**src/rtl/md5_acc_pkg.sv**
```systemverilog
`default_nettype none
// ============================================================================
// Module      : md5_acc_pkg
// Description : Shared widths and constants for the MD5 accelerator blocks.
// Revision    : 1.0 - initial release
// ============================================================================
package md5_acc_pkg;

    localparam int MD5_DIGEST_W = 128;
    localparam int CAND_W       = 31;

    // Match counter width and the value at which it saturates.
    localparam int                     MATCH_CNT_W   = 8;
    localparam logic [MATCH_CNT_W-1:0] MATCH_CNT_MAX = {MATCH_CNT_W{1'b1}};

endpackage : md5_acc_pkg
`default_nettype wire

```
**src/rtl/md5_match_tracker_if.sv**
```systemverilog
`default_nettype none
// ============================================================================
// Module      : md5_match_tracker_if
// Description : Candidate/digest/status bundle between the counter, core and tracker.
// Revision    : 1.0 - initial release
// ============================================================================
interface md5_match_tracker_if #(
    parameter int CAND_W   = 31,
    parameter int DIGEST_W = 128,
    parameter int DEPTH    = 8,
    parameter int CNT_W    = 8
);
    localparam int LVL_W = $clog2(DEPTH) + 1;

    logic                clear;
    logic [DIGEST_W-1:0] target;
    logic                cand_valid;
    logic [CAND_W-1:0]   cand_value;
    logic                counter_done;
    logic                digest_valid;
    logic [DIGEST_W-1:0] digest;

    logic                cand_stall;
    logic                found;
    logic [CAND_W-1:0]   match_value;
    logic [CNT_W-1:0]    match_count;
    logic                search_complete;
    logic                drop_err;
    logic                underflow_err;
    logic [LVL_W-1:0]    fifo_level;

    modport master (
        output clear, target, cand_valid, cand_value, counter_done, digest_valid, digest,
        input  cand_stall, found, match_value, match_count, search_complete,
               drop_err, underflow_err, fifo_level
    );

    modport slave (
        input  clear, target, cand_valid, cand_value, counter_done, digest_valid, digest,
        output cand_stall, found, match_value, match_count, search_complete,
               drop_err, underflow_err, fifo_level
    );

endinterface : md5_match_tracker_if
`default_nettype wire

```
**src/rtl/md5_match_tracker_tag_fifo.sv**
```systemverilog
`default_nettype none
// ============================================================================
// Module      : tag_fifo
// Description : Synchronous tag FIFO with occupancy, full and empty flags.
// Revision    : 1.0 - initial release
// ============================================================================
module tag_fifo #(
    parameter int WIDTH = 31,
    parameter int DEPTH = 8
) (
    input  wire logic                     CLK,
    input  wire logic                     reset,
    input  wire logic                     clr,
    input  wire logic                     push,
    input  wire logic                     pop,
    input  wire logic [WIDTH-1:0]         wdata,
    output logic      [WIDTH-1:0]         rdata,
    output logic      [$clog2(DEPTH):0]   level,
    output logic                          full,
    output logic                          empty
);
    localparam int                   c_ptr_w = $clog2(DEPTH);
    localparam logic [c_ptr_w:0]     c_depth = (c_ptr_w + 1)'(DEPTH);

    logic [WIDTH-1:0]   r_mem [DEPTH];
    logic [c_ptr_w-1:0] r_wr_ptr;
    logic [c_ptr_w-1:0] r_rd_ptr;
    logic [c_ptr_w:0]   r_level;

    always_ff @(posedge CLK or posedge reset) begin
        if (reset) begin
            r_wr_ptr <= '0;
            r_rd_ptr <= '0;
            r_level  <= '0;
        end else if (clr) begin
            r_wr_ptr <= '0;
            r_rd_ptr <= '0;
            r_level  <= '0;
        end else begin
            if (push) r_wr_ptr <= r_wr_ptr + 1'b1;
            if (pop)  r_rd_ptr <= r_rd_ptr + 1'b1;
            case ({push, pop})
                2'b10:   r_level <= r_level + 1'b1;
                2'b01:   r_level <= r_level - 1'b1;
                default: r_level <= r_level;
            endcase
        end
    end

    // Storage needs no reset: entries are only read once the level covers them.
    always_ff @(posedge CLK) begin
        if (push) r_mem[r_wr_ptr] <= wdata;
    end

    assign rdata = r_mem[r_rd_ptr];
    assign level = r_level;
    assign full  = (r_level == c_depth);
    assign empty = (r_level == '0);

endmodule : tag_fifo
`default_nettype wire

```
**src/rtl/md5_match_tracker.sv**
```systemverilog
`default_nettype none
// ============================================================================
// Module      : md5_match_tracker
// Description : Pairs issued candidates with returned digests and latches the first match.
// Revision    : 1.0 - initial release
// ============================================================================
module md5_match_tracker #(
    parameter int CAND_W   = md5_acc_pkg::CAND_W,
    parameter int DIGEST_W = md5_acc_pkg::MD5_DIGEST_W,
    parameter int DEPTH    = 8,
    parameter int CNT_W    = md5_acc_pkg::MATCH_CNT_W
) (
    input wire logic          CLK,
    input wire logic          reset,
    md5_match_tracker_if.slave bus
);
    import md5_acc_pkg::*;

    localparam int               c_lvl_w   = $clog2(DEPTH) + 1;
    localparam logic [CNT_W-1:0] c_cnt_max = {CNT_W{1'b1}};

    logic               w_push;
    logic               w_pop;
    logic               w_full;
    logic               w_empty;
    logic               w_hit;
    logic [CAND_W-1:0]  w_head;
    logic [c_lvl_w-1:0] w_level;

    logic                r_stg_valid;
    logic [CAND_W-1:0]   r_stg_tag;
    logic [DIGEST_W-1:0] r_stg_digest;
    logic                r_found;
    logic [CAND_W-1:0]   r_match_value;
    logic [CNT_W-1:0]    r_match_count;
    logic                r_complete;
    logic                r_drop_err;
    logic                r_underflow_err;

    // Pop is judged on registered occupancy, so a same-cycle push never feeds a pop.
    assign w_pop  = bus.digest_valid && !w_empty;
    assign w_push = bus.cand_valid && (!w_full || w_pop);
    assign w_hit  = r_stg_valid && (r_stg_digest == bus.target);

    tag_fifo #(
        .WIDTH (CAND_W),
        .DEPTH (DEPTH)
    ) u_tag_fifo (
        .CLK   (CLK),
        .reset (reset),
        .clr   (bus.clear),
        .push  (w_push),
        .pop   (w_pop),
        .wdata (bus.cand_value),
        .rdata (w_head),
        .level (w_level),
        .full  (w_full),
        .empty (w_empty)
    );

    always_ff @(posedge CLK or posedge reset) begin
        if (reset) begin
            r_stg_valid  <= 1'b0;
            r_stg_tag    <= '0;
            r_stg_digest <= '0;
        end else if (bus.clear) begin
            r_stg_valid  <= 1'b0;
            r_stg_tag    <= '0;
            r_stg_digest <= '0;
        end else begin
            r_stg_valid <= w_pop;
            if (w_pop) begin
                r_stg_tag    <= w_head;
                r_stg_digest <= bus.digest;
            end
        end
    end

    always_ff @(posedge CLK or posedge reset) begin
        if (reset) begin
            r_found         <= 1'b0;
            r_match_value   <= '0;
            r_match_count   <= '0;
            r_complete      <= 1'b0;
            r_drop_err      <= 1'b0;
            r_underflow_err <= 1'b0;
        end else if (bus.clear) begin
            r_found         <= 1'b0;
            r_match_value   <= '0;
            r_match_count   <= '0;
            r_complete      <= 1'b0;
            r_drop_err      <= 1'b0;
            r_underflow_err <= 1'b0;
        end else begin
            if (w_hit) begin
                if (!r_found) begin
                    r_found       <= 1'b1;
                    r_match_value <= r_stg_tag;
                end
                if (r_match_count != c_cnt_max) r_match_count <= r_match_count + 1'b1;
            end
            if (bus.cand_valid && !w_push)   r_drop_err      <= 1'b1;
            if (bus.digest_valid && !w_pop)  r_underflow_err <= 1'b1;
            // Completion waits for every queued tag to clear the compare stage.
            if (bus.counter_done && w_empty && !r_stg_valid && !w_pop) r_complete <= 1'b1;
        end
    end

    assign bus.cand_stall      = w_full;
    assign bus.found           = r_found;
    assign bus.match_value     = r_match_value;
    assign bus.match_count     = r_match_count;
    assign bus.search_complete = r_complete;
    assign bus.drop_err        = r_drop_err;
    assign bus.underflow_err   = r_underflow_err;
    assign bus.fifo_level      = w_level;

endmodule : md5_match_tracker
`default_nettype wire

```
**src/flat_wrapper.sv**
```systemverilog
// flat-port wrapper written by rule: the top's interface ports become plain ports
module md5_match_tracker_flat import md5_acc_pkg::*;
#(
    parameter int CAND_W   = md5_acc_pkg::CAND_W,
    parameter int DIGEST_W = md5_acc_pkg::MD5_DIGEST_W,
    parameter int DEPTH    = 8,
    parameter int CNT_W    = md5_acc_pkg::MATCH_CNT_W
)
  (CLK, reset, bus_clear, bus_target, bus_cand_valid, bus_cand_value, bus_counter_done, bus_digest_valid, bus_digest, bus_cand_stall, bus_found, bus_match_value, bus_match_count, bus_search_complete, bus_drop_err, bus_underflow_err, bus_fifo_level);
  md5_match_tracker_if #(.CAND_W(CAND_W), .DIGEST_W(DIGEST_W), .DEPTH(DEPTH), .CNT_W(CNT_W)) bus_i ();
  input wire logic CLK;
  input wire logic reset;
  input wire logic [$bits(bus_i.clear)-1:0] bus_clear;
  input wire logic [$bits(bus_i.target)-1:0] bus_target;
  input wire logic [$bits(bus_i.cand_valid)-1:0] bus_cand_valid;
  input wire logic [$bits(bus_i.cand_value)-1:0] bus_cand_value;
  input wire logic [$bits(bus_i.counter_done)-1:0] bus_counter_done;
  input wire logic [$bits(bus_i.digest_valid)-1:0] bus_digest_valid;
  input wire logic [$bits(bus_i.digest)-1:0] bus_digest;
  output wire logic [$bits(bus_i.cand_stall)-1:0] bus_cand_stall;
  output wire logic [$bits(bus_i.found)-1:0] bus_found;
  output wire logic [$bits(bus_i.match_value)-1:0] bus_match_value;
  output wire logic [$bits(bus_i.match_count)-1:0] bus_match_count;
  output wire logic [$bits(bus_i.search_complete)-1:0] bus_search_complete;
  output wire logic [$bits(bus_i.drop_err)-1:0] bus_drop_err;
  output wire logic [$bits(bus_i.underflow_err)-1:0] bus_underflow_err;
  output wire logic [$bits(bus_i.fifo_level)-1:0] bus_fifo_level;
  assign bus_i.clear = bus_clear;
  assign bus_i.target = bus_target;
  assign bus_i.cand_valid = bus_cand_valid;
  assign bus_i.cand_value = bus_cand_value;
  assign bus_i.counter_done = bus_counter_done;
  assign bus_i.digest_valid = bus_digest_valid;
  assign bus_i.digest = bus_digest;
  assign bus_cand_stall = bus_i.cand_stall;
  assign bus_found = bus_i.found;
  assign bus_match_value = bus_i.match_value;
  assign bus_match_count = bus_i.match_count;
  assign bus_search_complete = bus_i.search_complete;
  assign bus_drop_err = bus_i.drop_err;
  assign bus_underflow_err = bus_i.underflow_err;
  assign bus_fifo_level = bus_i.fifo_level;
  md5_match_tracker #(.CAND_W(CAND_W), .DIGEST_W(DIGEST_W), .DEPTH(DEPTH), .CNT_W(CNT_W)) u_core (.CLK(CLK), .reset(reset), .bus(bus_i));
endmodule
```
**config.mk**
```make
export PLATFORM = sky130hd
export DESIGN_NAME = md5_match_tracker_flat
export DESIGN_NICKNAME = d
export VERILOG_FILES = /design/src/rtl/md5_acc_pkg.sv /design/src/rtl/md5_match_tracker_if.sv /design/src/rtl/md5_match_tracker_tag_fifo.sv /design/src/rtl/md5_match_tracker.sv /design/src/flat_wrapper.sv
export SDC_FILE = /design/constraint.sdc
export NUM_CORES = 1
export LEC_CHECK = 0
export CORE_MARGIN = 1
export CORE_UTILIZATION = 57
export CTS_CLUSTER_DIAMETER = 60
export DETAILED_ROUTE_END_ITERATION = 7
export PLACE_DENSITY = 0.85
export SLEW_MARGIN = 30
export SYNTH_ARGS = -nofsm -noshare
export SYNTH_HDL_FRONTEND = slang
export SYNTH_SLANG_ARGS = --single-unit
```
**constraint.sdc**
```tcl
create_clock -name CLK -period 14.9 [get_ports CLK]
set_clock_uncertainty 0.15 [all_clocks]
set_input_delay 2.98 -clock CLK [delete_from_list [all_inputs] [get_ports CLK]]
set_output_delay 2.98 -clock CLK [all_outputs]
set_load 0.02 [all_outputs]
```
==> qor.txt, run 1 <==
STA
----------------------------------------------------------------------------------------------------
Setup TNS after final layout                                                                    0 ns
Post-route fraction of the period consumed by the critical path                                0.396
Final slew viol count                                                                              0
Hold violation count in the final report                                                           0
Unrepaired setup endpoints after global routing                                                false
Pin slew with the least headroom to its limit                                               0.992 ns
Final setup violating endpoints                                                                    0
Max-slew headroom                                                                              0.339
Post-route minimum period                                                                    5.90 ns
Highest attainable clock frequency                                                           170 MHz

CLOCK NETWORK
----------------------------------------------------------------------------------------------------
Number of instances resized during post-cts repair                                                 0
Worst skew pair latency                                                                      0.60 ns
# clock sinks                                                                                    461
Number of levels the H-tree was split into                                                         2
# Post-CTS Setup Buffers                                                                           0
Clock tree from TritonCTS                                                                        yes
Number of buffers between clock root and the deepest sink                                          3
Clock-pin slew reported for the worst setup and hold paths after clock tree synthesis        0.06 ns
Root buffer cell                                                                           clkbuf_16
Hold_buf cts                                                                                       0
TritonCTS buffer count                                                                            48

DIE
----------------------------------------------------------------------------------------------------
DIE AREA                                                                                   35800 µm²
Starting utilization of the core area                                                          0.579
Top-Level Pins                                                                                   341
Floorplan die height                                                                          189 µm
Number of placement rows                                                                          68
Die X-Extent                                                                                  189 µm
Placeable core region                                                                      34500 µm²

DETAILED ROUTING
----------------------------------------------------------------------------------------------------
Post-route DRC                                                                                     0
Via count                                                                                      14.3k
Average detailed-routed wire length per instance                                             24.6 µm
Antenna viol nets, final                                                                           0
Number of iterations in the first detailed-routing pass                                            6
DR iter-0 viols                                                                                 1225
Final wirelength                                                                            58700 µm
Average vias per placed instance                                                                6.00

YOSYS
----------------------------------------------------------------------------------------------------
Primary flip-flop cell chosen by synthesis mapping                                          edfxtp_1
Warning count from the yosys run                                                                   0
Fraction of synthesized area in multiplexers                                                   0.103
Post-synthesis cell type count                                                                    45
Share of synthesized flip-flops with an asynchronous set or reset                              0.462
Area share of the largest cell type after synthesis                                            0.373
Ranking of synthesized cells by instance count                                          nand2_1 (271), edfxtp_1 (248), dfrtp_1 (213)
Main area contributors after synthesis                                                  edfxtp_1 (37%), dfrtp_1 (27%), mux4_2 (7.0%)
Dominant cell type by area after synthesis                                                  edfxtp_1
Average instance area after synthesis                                                       12.8 µm²
Sequential fraction of the synthesis area                                                      0.639
Net count after synthesis                                                                       1865
Synthesized flop and latch total                                                                 461
Complex-gate fraction of the synthesized area                                                 0.0634
Adder-cell share of the synthesized area                                                     0.00413
Dominant combinational cell family by area after synthesis                              simple AND/OR/NAND/NOR gates
Count leader, synth                                                                          nand2_1
Mapped cell area                                                                           20000 µm²
Post-synthesis share of cell area spent on and, or, nand and nor gates                         0.136
Number of synthesized flops with an enable pin                                                   248
Synth Instances                                                                                 1566
Post-synthesis xor/xnor area fraction                                                         0.0311

CRITICAL PATH
----------------------------------------------------------------------------------------------------
WP data required                                                                            15.16 ns
Nature of the critical path startpoint                                                     input pin
Setup crit start                                                                        bus_target[13]
Critical path arrival                                                                        6.16 ns
Maximum net fanout on the critical path                                                           31
Endpoint class of the critical path                                                         register
Startpoint of the lowest-slack register-to-register path                                u_core.u_tag_fifo.level[0]
Critical Setup Path Class                                                                  in -> reg

GRT
----------------------------------------------------------------------------------------------------
Initial antenna violation count                                                                    5
Global-route wire length before repair                                                      86900 µm
Number of global-route vias before repair                                                      14.8k
GRT Total Usage                                                                                0.330
Total gr overflow                                                                                  0
Maximum number of pins on one net before global-route repair                                     160

FINISH
----------------------------------------------------------------------------------------------------
Final core utilization                                                                         0.743
Share of final-layout standard cells stronger than drive strength 1                           0.0915
Number of fillers in the final layout                                                           2179
Number of nets in the layout                                                                    2185
Area delta synth->final                                                                        28.4%

MIN PATH
----------------------------------------------------------------------------------------------------
Hold crit path type                                                                       reg -> reg
Critical hold path startpoint                                                           u_core.bus.underflow_err

POWER
----------------------------------------------------------------------------------------------------
Leakage dissipation                                                                          9.61 nW
Overall power                                                                                3.79 mW
Worst IR drop on VDD                                                                          109 µV
Cell Int Power                                                                               2.67 mW
Power share of the combinational group                                                         0.226
Switching Power                                                                              1.13 mW
Portion of total power attributed to the clock network                                         0.345
Pwr Density                                                                               148 nW/µm²
Portion of total power attributed to sequential cells                                          0.429
Sw Share                                                                                       0.297

PLACE
----------------------------------------------------------------------------------------------------
DPL Wire Length                                                                             38200 µm
Number of buffers inserted by port buffering                                                     340
Routability congestion estimate from global placement                                          0.941

OUTCOME
----------------------------------------------------------------------------------------------------
Run status                                                                              finished clean

JOB
----------------------------------------------------------------------------------------------------
Number of max-cap violations                                                                       0

## cell families (layout without fill, tap and decap cells)
family          after synthesis  count (layout)
xor+xnor                     71              71
fa+ha+maj                     6               6
buf+inv                     122             480
mux                         127             127
simple gates                565             565
compound gates              214             214
flops                       461             461
other cells                   0               5
## cell type report
cell class | instances | area (µm²) | area share
Antenna cell | 5 | 12.5 | 0.000487
Clock buffer | 63 | 1320 | 0.0513
Clock inverter | 25 | 440 | 0.0172
Inverter | 36 | 148 | 0.00575
Multi-Input combinational cell | 983 | 6810 | 0.265
Sequential cell | 461 | 12800 | 0.498
Tap cell | 455 | 569 | 0.0222
Timing Repair Buffer | 356 | 3600 | 0.140
## registers in the layout (all words and copies together) (netlist names), 3 cells and up
signal,cells
u_core.u_tag_fifo.r_mem,248
u_core.r_stg_digest,128
u_core.bus.match_value,31
u_core.r_stg_tag,31
u_core.bus.match_count,8
u_core.u_tag_fifo.level,4
u_core.u_tag_fifo.r_rd_ptr,3
u_core.u_tag_fifo.r_wr_ptr,3
## through the flow
stage          hold WS [ns]  setup WS (ns)  cells  instance area [µm²]
6_report              0.355           9.00   2384                25700
5_1_grt               0.370           8.81   2384                25700
4_1_cts               0.355           8.97   2379                25700
3_5_place_dp          0.338           8.39   2291                23900
3_3_place_gp          0.330           8.12   2288                23800
2_1_floorplan         0.351           5.95   1566                20000
## path summary, 6_finish.rpt
path	endpoint	slack, ns	depth (start not counted)
max	u_core.bus.match_value[12]	9.00	8
min	u_core.bus.underflow_err	0.36	2
max reg2reg	u_core.u_tag_fifo.level[3]	11.25	10
min reg2reg	u_core.bus.underflow_err	0.36	2
max in group asynchronous	u_core.r_stg_digest[105]	10.56	3
min in group asynchronous	u_core.bus.underflow_err	2.81	2
## metal layers
| metal | vias to the layer above | GRT usage | part of all wire |
|---|---|---|---|
| li1 | 6273 | - | - |
| met1 | 7102 | 0.388 | 0.35 |
| met2 | 762 | 0.570 | 0.51 |
| met3 | 172 | 0.0652 | 0.087 |
| met4 | 0 | 0.186 | 0.054 |
| met5 | - | 0 | 0 |
## critical path: stages
cell and delay [ns]:
clkdlybuf4s50_1 0.43, nor2b_1 0.14, a2111oi_0 0.63, o2111ai_1 0.21, or4_4 0.53, or2_2 0.34
or3_4 0.68, mux2i_1 0.21
## layout by cell type (no fill, tap or decap), types with 3 or more instances in the layout
| cell type | instances |
|---|---|
| clkdlybuf4s50_1 | 339 |
| nand2_1 | 271 |
| edfxtp_1 | 248 |
| dfrtp_1 | 210 |
| a21oi_1 | 140 |
| nand2b_1 | 125 |
| mux2i_1 | 63 |
| mux4_2 | 62 |
| nor2_1 | 52 |
| clkbuf_16 | 48 |
| xnor2_1 | 36 |
| inv_1 | 35 |
| xor2_1 | 35 |
| nand4_1 | 34 |
| a211oi_1 | 33 |
| nor2b_1 | 21 |
| nor4_1 | 19 |
| o22ai_1 | 11 |
| buf_4 | 11 |
| clkbuf_1 | 9 |
| bufinv_16 | 9 |
| nand3_1 | 8 |
| nor3_1 | 7 |
| o2111ai_1 | 7 |
| nor2_4 | 6 |
| and3_1 | 6 |
| clkbuf_8 | 6 |
| diode_2 | 5 |
| a2111o_1 | 5 |
| ha_1 | 5 |
| a31oi_1 | 3 |
| o21ai_0 | 3 |
| a22o_1 | 3 |
| or4_1 | 3 |
| clkinv_1 | 3 |
| clkinv_2 | 3 |
| buf_16 | 3 |
## power groups by stage
stage | Clock [mW] | Sequential, mW | Combinational, mW
floorplan | 0 | 1.60 | 0.579
global placement | 0 | 1.64 | 0.819
detailed placement | 0 | 1.65 | 0.842
CTS | 1.33 | 1.63 | 0.858
global route | 1.37 | 1.65 | 0.928
finish | 1.31 | 1.63 | 0.857
Note: power is estimated with default switching activity, not from simulation.
==> run 2: changes to the inputs <==
CORE_UTILIZATION = 48   (was 57)
PLACE_DENSITY = 0.76   (was 0.85)
clock period = 4.75 ns   (was 14.9 ns; I/O delays follow)
==> run 2 against run 1 <==
Against the previous run:
- die area is 19% higher
- global-route usage is 6.3 points lower
- count of clock-buffer cells in the layout is 5 lower
- sequential share of layout area is 0.28 points lower
- via count is 2.9% lower
- register-to-register slack worse by 10 ns
- hold slack worse by 0.0082 ns
- critical endpoint is now u_core.bus.match_value[26]
- worst setup slack worse by 8.2 ns
- utilization is 11 points lower
- sequential cell count stayed put
- wire length is 2.1% lower
- combinational power grew to 3.3 times the previous value
==> qor.txt, run 2 (synthesis gave the netlist of run 1 again) <==
DETAILED ROUTING
----------------------------------------------------------------------------------------------------
Via count                                                                                      13.9k   -2.9%
DR iter-0 viols                                                                                 1242   +1.4%
Average detailed-routed wire length per instance                                             23.1 µm   -6.2%
Average vias per placed instance                                                                5.59   -6.9%
Post-route DRC                                                                                     0   unchanged
Number of iterations in the first detailed-routing pass                                            5   -1
Antenna viol nets, final                                                                           0   unchanged
Final wirelength                                                                            57400 µm   -2.1%

GRT
----------------------------------------------------------------------------------------------------
Number of global-route vias before repair                                                      14.0k   -5.4%
Met2 demand-to-capacity share in global routing                                                0.463   -0.106
Global Route met3 Usage                                                                       0.0525   -0.0127
Initial antenna violation count                                                                    7   +2
Met1 layer usage reported by global route                                                      0.322   -0.0662
Total gr overflow                                                                                  0   unchanged
GRT Total Usage                                                                                0.268   -0.0626
Global-route wire length before repair                                                      83600 µm   -3.8%
Maximum number of pins on one net before global-route repair                                     139   -13%
Most heavily used metal layer in global routing                                                 met2

CRITICAL PATH
----------------------------------------------------------------------------------------------------
Endpoint class of the critical path                                                         register
Cells on worst reg2reg path                                                                       10   unchanged
Nature of the critical path startpoint                                                     input pin
Critical path, cell by cell                                                             clkdlybuf4s50_1, xor2_1, nor4_1, nand4_1, or4_4, or2_2, or3_2, buf_12, mux2i_1
WP data required                                                                             5.10 ns   -10.06 ns
Critical path arrival                                                                        4.27 ns   -1.89 ns
Delay of the slowest critical-path stage                                                     0.65 ns   -0.03 ns
Crit-path slowest cell                                                                        nor4_1
Critical Setup Path Class                                                                  in -> reg
Maximum net fanout on the critical path                                                           31   unchanged

DIE
----------------------------------------------------------------------------------------------------
Number of placement rows                                                                          74   +8.8%
Die X-Extent                                                                                  206 µm   +8.9%
DIE AREA                                                                                   42500 µm²   +19%
Placeable core region                                                                      40900 µm²   +18%
Floorplan die height                                                                          206 µm   +8.9%
Starting utilization of the core area                                                          0.488   -0.0902
Top-Level Pins                                                                                   341   unchanged

STA
----------------------------------------------------------------------------------------------------
Hold violation count in the final report                                                           0   unchanged
Post-route setup slack                                                                      0.827 ns   -8.18 ns
Final slew viol count                                                                              0   unchanged
Max-slew headroom                                                                              0.430   +0.0912
Setup TNS after final layout                                                                    0 ns   unchanged
Pin slew with the least headroom to its limit                                               0.847 ns   -0.145 ns
Worst hold-check slack                                                                      0.347 ns   -0.00817 ns
Highest attainable clock frequency                                                           255 MHz
Final setup violating endpoints                                                                    0   unchanged
Post-route minimum period                                                                    3.92 ns
Post-route fraction of the period consumed by the critical path                                0.826
Unrepaired setup endpoints after global routing                                                false

PLACE
----------------------------------------------------------------------------------------------------
Instance area at placement                                                                 24200 µm²   +1.2%
Routability congestion estimate from global placement                                          0.946   +0.48%
DPL Wire Length                                                                             39400 µm   +3.3%
Total placed cells including tap cells                                                          2394   +4.5%
Worst slack, placed                                                                         0.283 ns   -8.10 ns
Number of buffers inserted by port buffering                                                     340   unchanged

POWER
----------------------------------------------------------------------------------------------------
Worst IR drop on VDD                                                                          369 µV   +240%
Pwr Density                                                                               452 nW/µm²   +210%
Leakage dissipation                                                                          9.69 nW   +0.78%

CLOCK NETWORK
----------------------------------------------------------------------------------------------------
Number of buffers between clock root and the deepest sink                                          3   unchanged
Root buffer cell                                                                           clkbuf_16
Worst skew pair latency                                                                      0.60 ns   about the same
Number of instances resized during post-cts repair                                                 0   unchanged
Clock-pin slew reported for the worst setup and hold paths after clock tree synthesis        0.06 ns   about the same
Clock tree from TritonCTS                                                                        yes
TritonCTS buffer count                                                                            49   +2.1%
Number of levels the H-tree was split into                                                         2   unchanged
# Post-CTS Setup Buffers                                                                           0   unchanged
# clock sinks                                                                                    461   unchanged
Hold_buf cts                                                                                       0   unchanged

FINISH
----------------------------------------------------------------------------------------------------
Final Instance Area                                                                        25800 µm²   +0.59%
Biggest register                                                                        u_core.u_tag_fifo.r_mem
Largest registers in the final layout                                                   u_core.u_tag_fifo.r_mem (248), u_core.r_stg_digest (128)
Most frequent cells in the layout                                                       clkdlybuf4s50_1 (339), nand2_1 (271), edfxtp_1 (248), dfrtp_1 (210), a21oi_1 (140)
Most frequent standard cell in the layout excluding fill and tap cells                  clkdlybuf4s50_1
Final instance count without filler cells                                                       2488   +4.4%
Number of nets in the layout                                                                    2213   +1.3%
Share of final-layout standard cells stronger than drive strength 1                            0.108   +0.0162
Number of fillers in the final layout                                                           3098   +42%
Area delta synth->final                                                                        29.2%
Largest register FFs                                                                             248   unchanged

OUTCOME
----------------------------------------------------------------------------------------------------
Run status                                                                              finished clean

MIN PATH
----------------------------------------------------------------------------------------------------
Min-Delay Path Depth                                                                               2   unchanged
Hold crit path type                                                                       reg -> reg

JOB
----------------------------------------------------------------------------------------------------
Number of max-cap violations                                                                       0   unchanged

## run 2: cell count changes in the layout (fill, tap and decap cells not counted), sizes merged
cell,before,now
inv,40,38
clkbuf,63,58
bufinv,9,3
clkinvlp,2,6
clkinv,10,19
buf,17,44
## run 2: worst max-delay path: cells and delay by family
kind	cells	cell delay, ns
buffers and inverters	2	0.65
multiplexers	1	0.23
AND/OR/NAND/NOR	5	2.23
XOR/XNOR	1	0.20
## run 2: metal layers
metal,vias up,routed length (µm)
met4,6,2420
met1,6922,22000
met3,125,3900
met5,-,45
met2,527,29000
li1,6316,-
## run 2: where the power goes
group          total, mW  switching, mW  internal (mW)
clock               3.79           1.64           2.15
combinational       2.81           1.52           1.29
sequential          5.09          0.375           4.71
## run 2: through the flow
step	total power [mW]	util
final	11.7	0.631
after CTS	11.7	0.630
after global routing	12.2	0.631
after global placement	7.85	0.590
after detailed placement	7.94	0.591
after floorplan	6.85	-
## run 2: path summary, 6_finish.rpt
check	slack, ns	startpoint	end
min	0.35	u_core.bus.search_complete	u_core.bus.search_complete
max in group asynchronous	2.77	reset	u_core.u_tag_fifo.r_rd_ptr[2]
max reg2reg	1.25	u_core.u_tag_fifo.level[0]	u_core.u_tag_fifo.level[3]
min in group asynchronous	0.76	reset	u_core.r_stg_digest[121]
max	0.83	bus_target[126]	u_core.bus.match_value[26]
min reg2reg	0.35	u_core.bus.search_complete	u_core.bus.search_complete
## run 2: cell type report
| cell class | instances | area (µm²) | share of cell area |
|---|---|---|---|
| antenna | 5 | 12.5 | 0.000484 |
| clock inverter | 30 | 307 | 0.0119 |
| timing repair buffer | 383 | 3810 | 0.148 |
| clock buffer | 58 | 1300 | 0.0503 |
| sequential | 461 | 12800 | 0.495 |
| tap | 532 | 666 | 0.0258 |
| inverter | 36 | 139 | 0.00538 |
| multi-input combinational | 983 | 6800 | 0.263 |
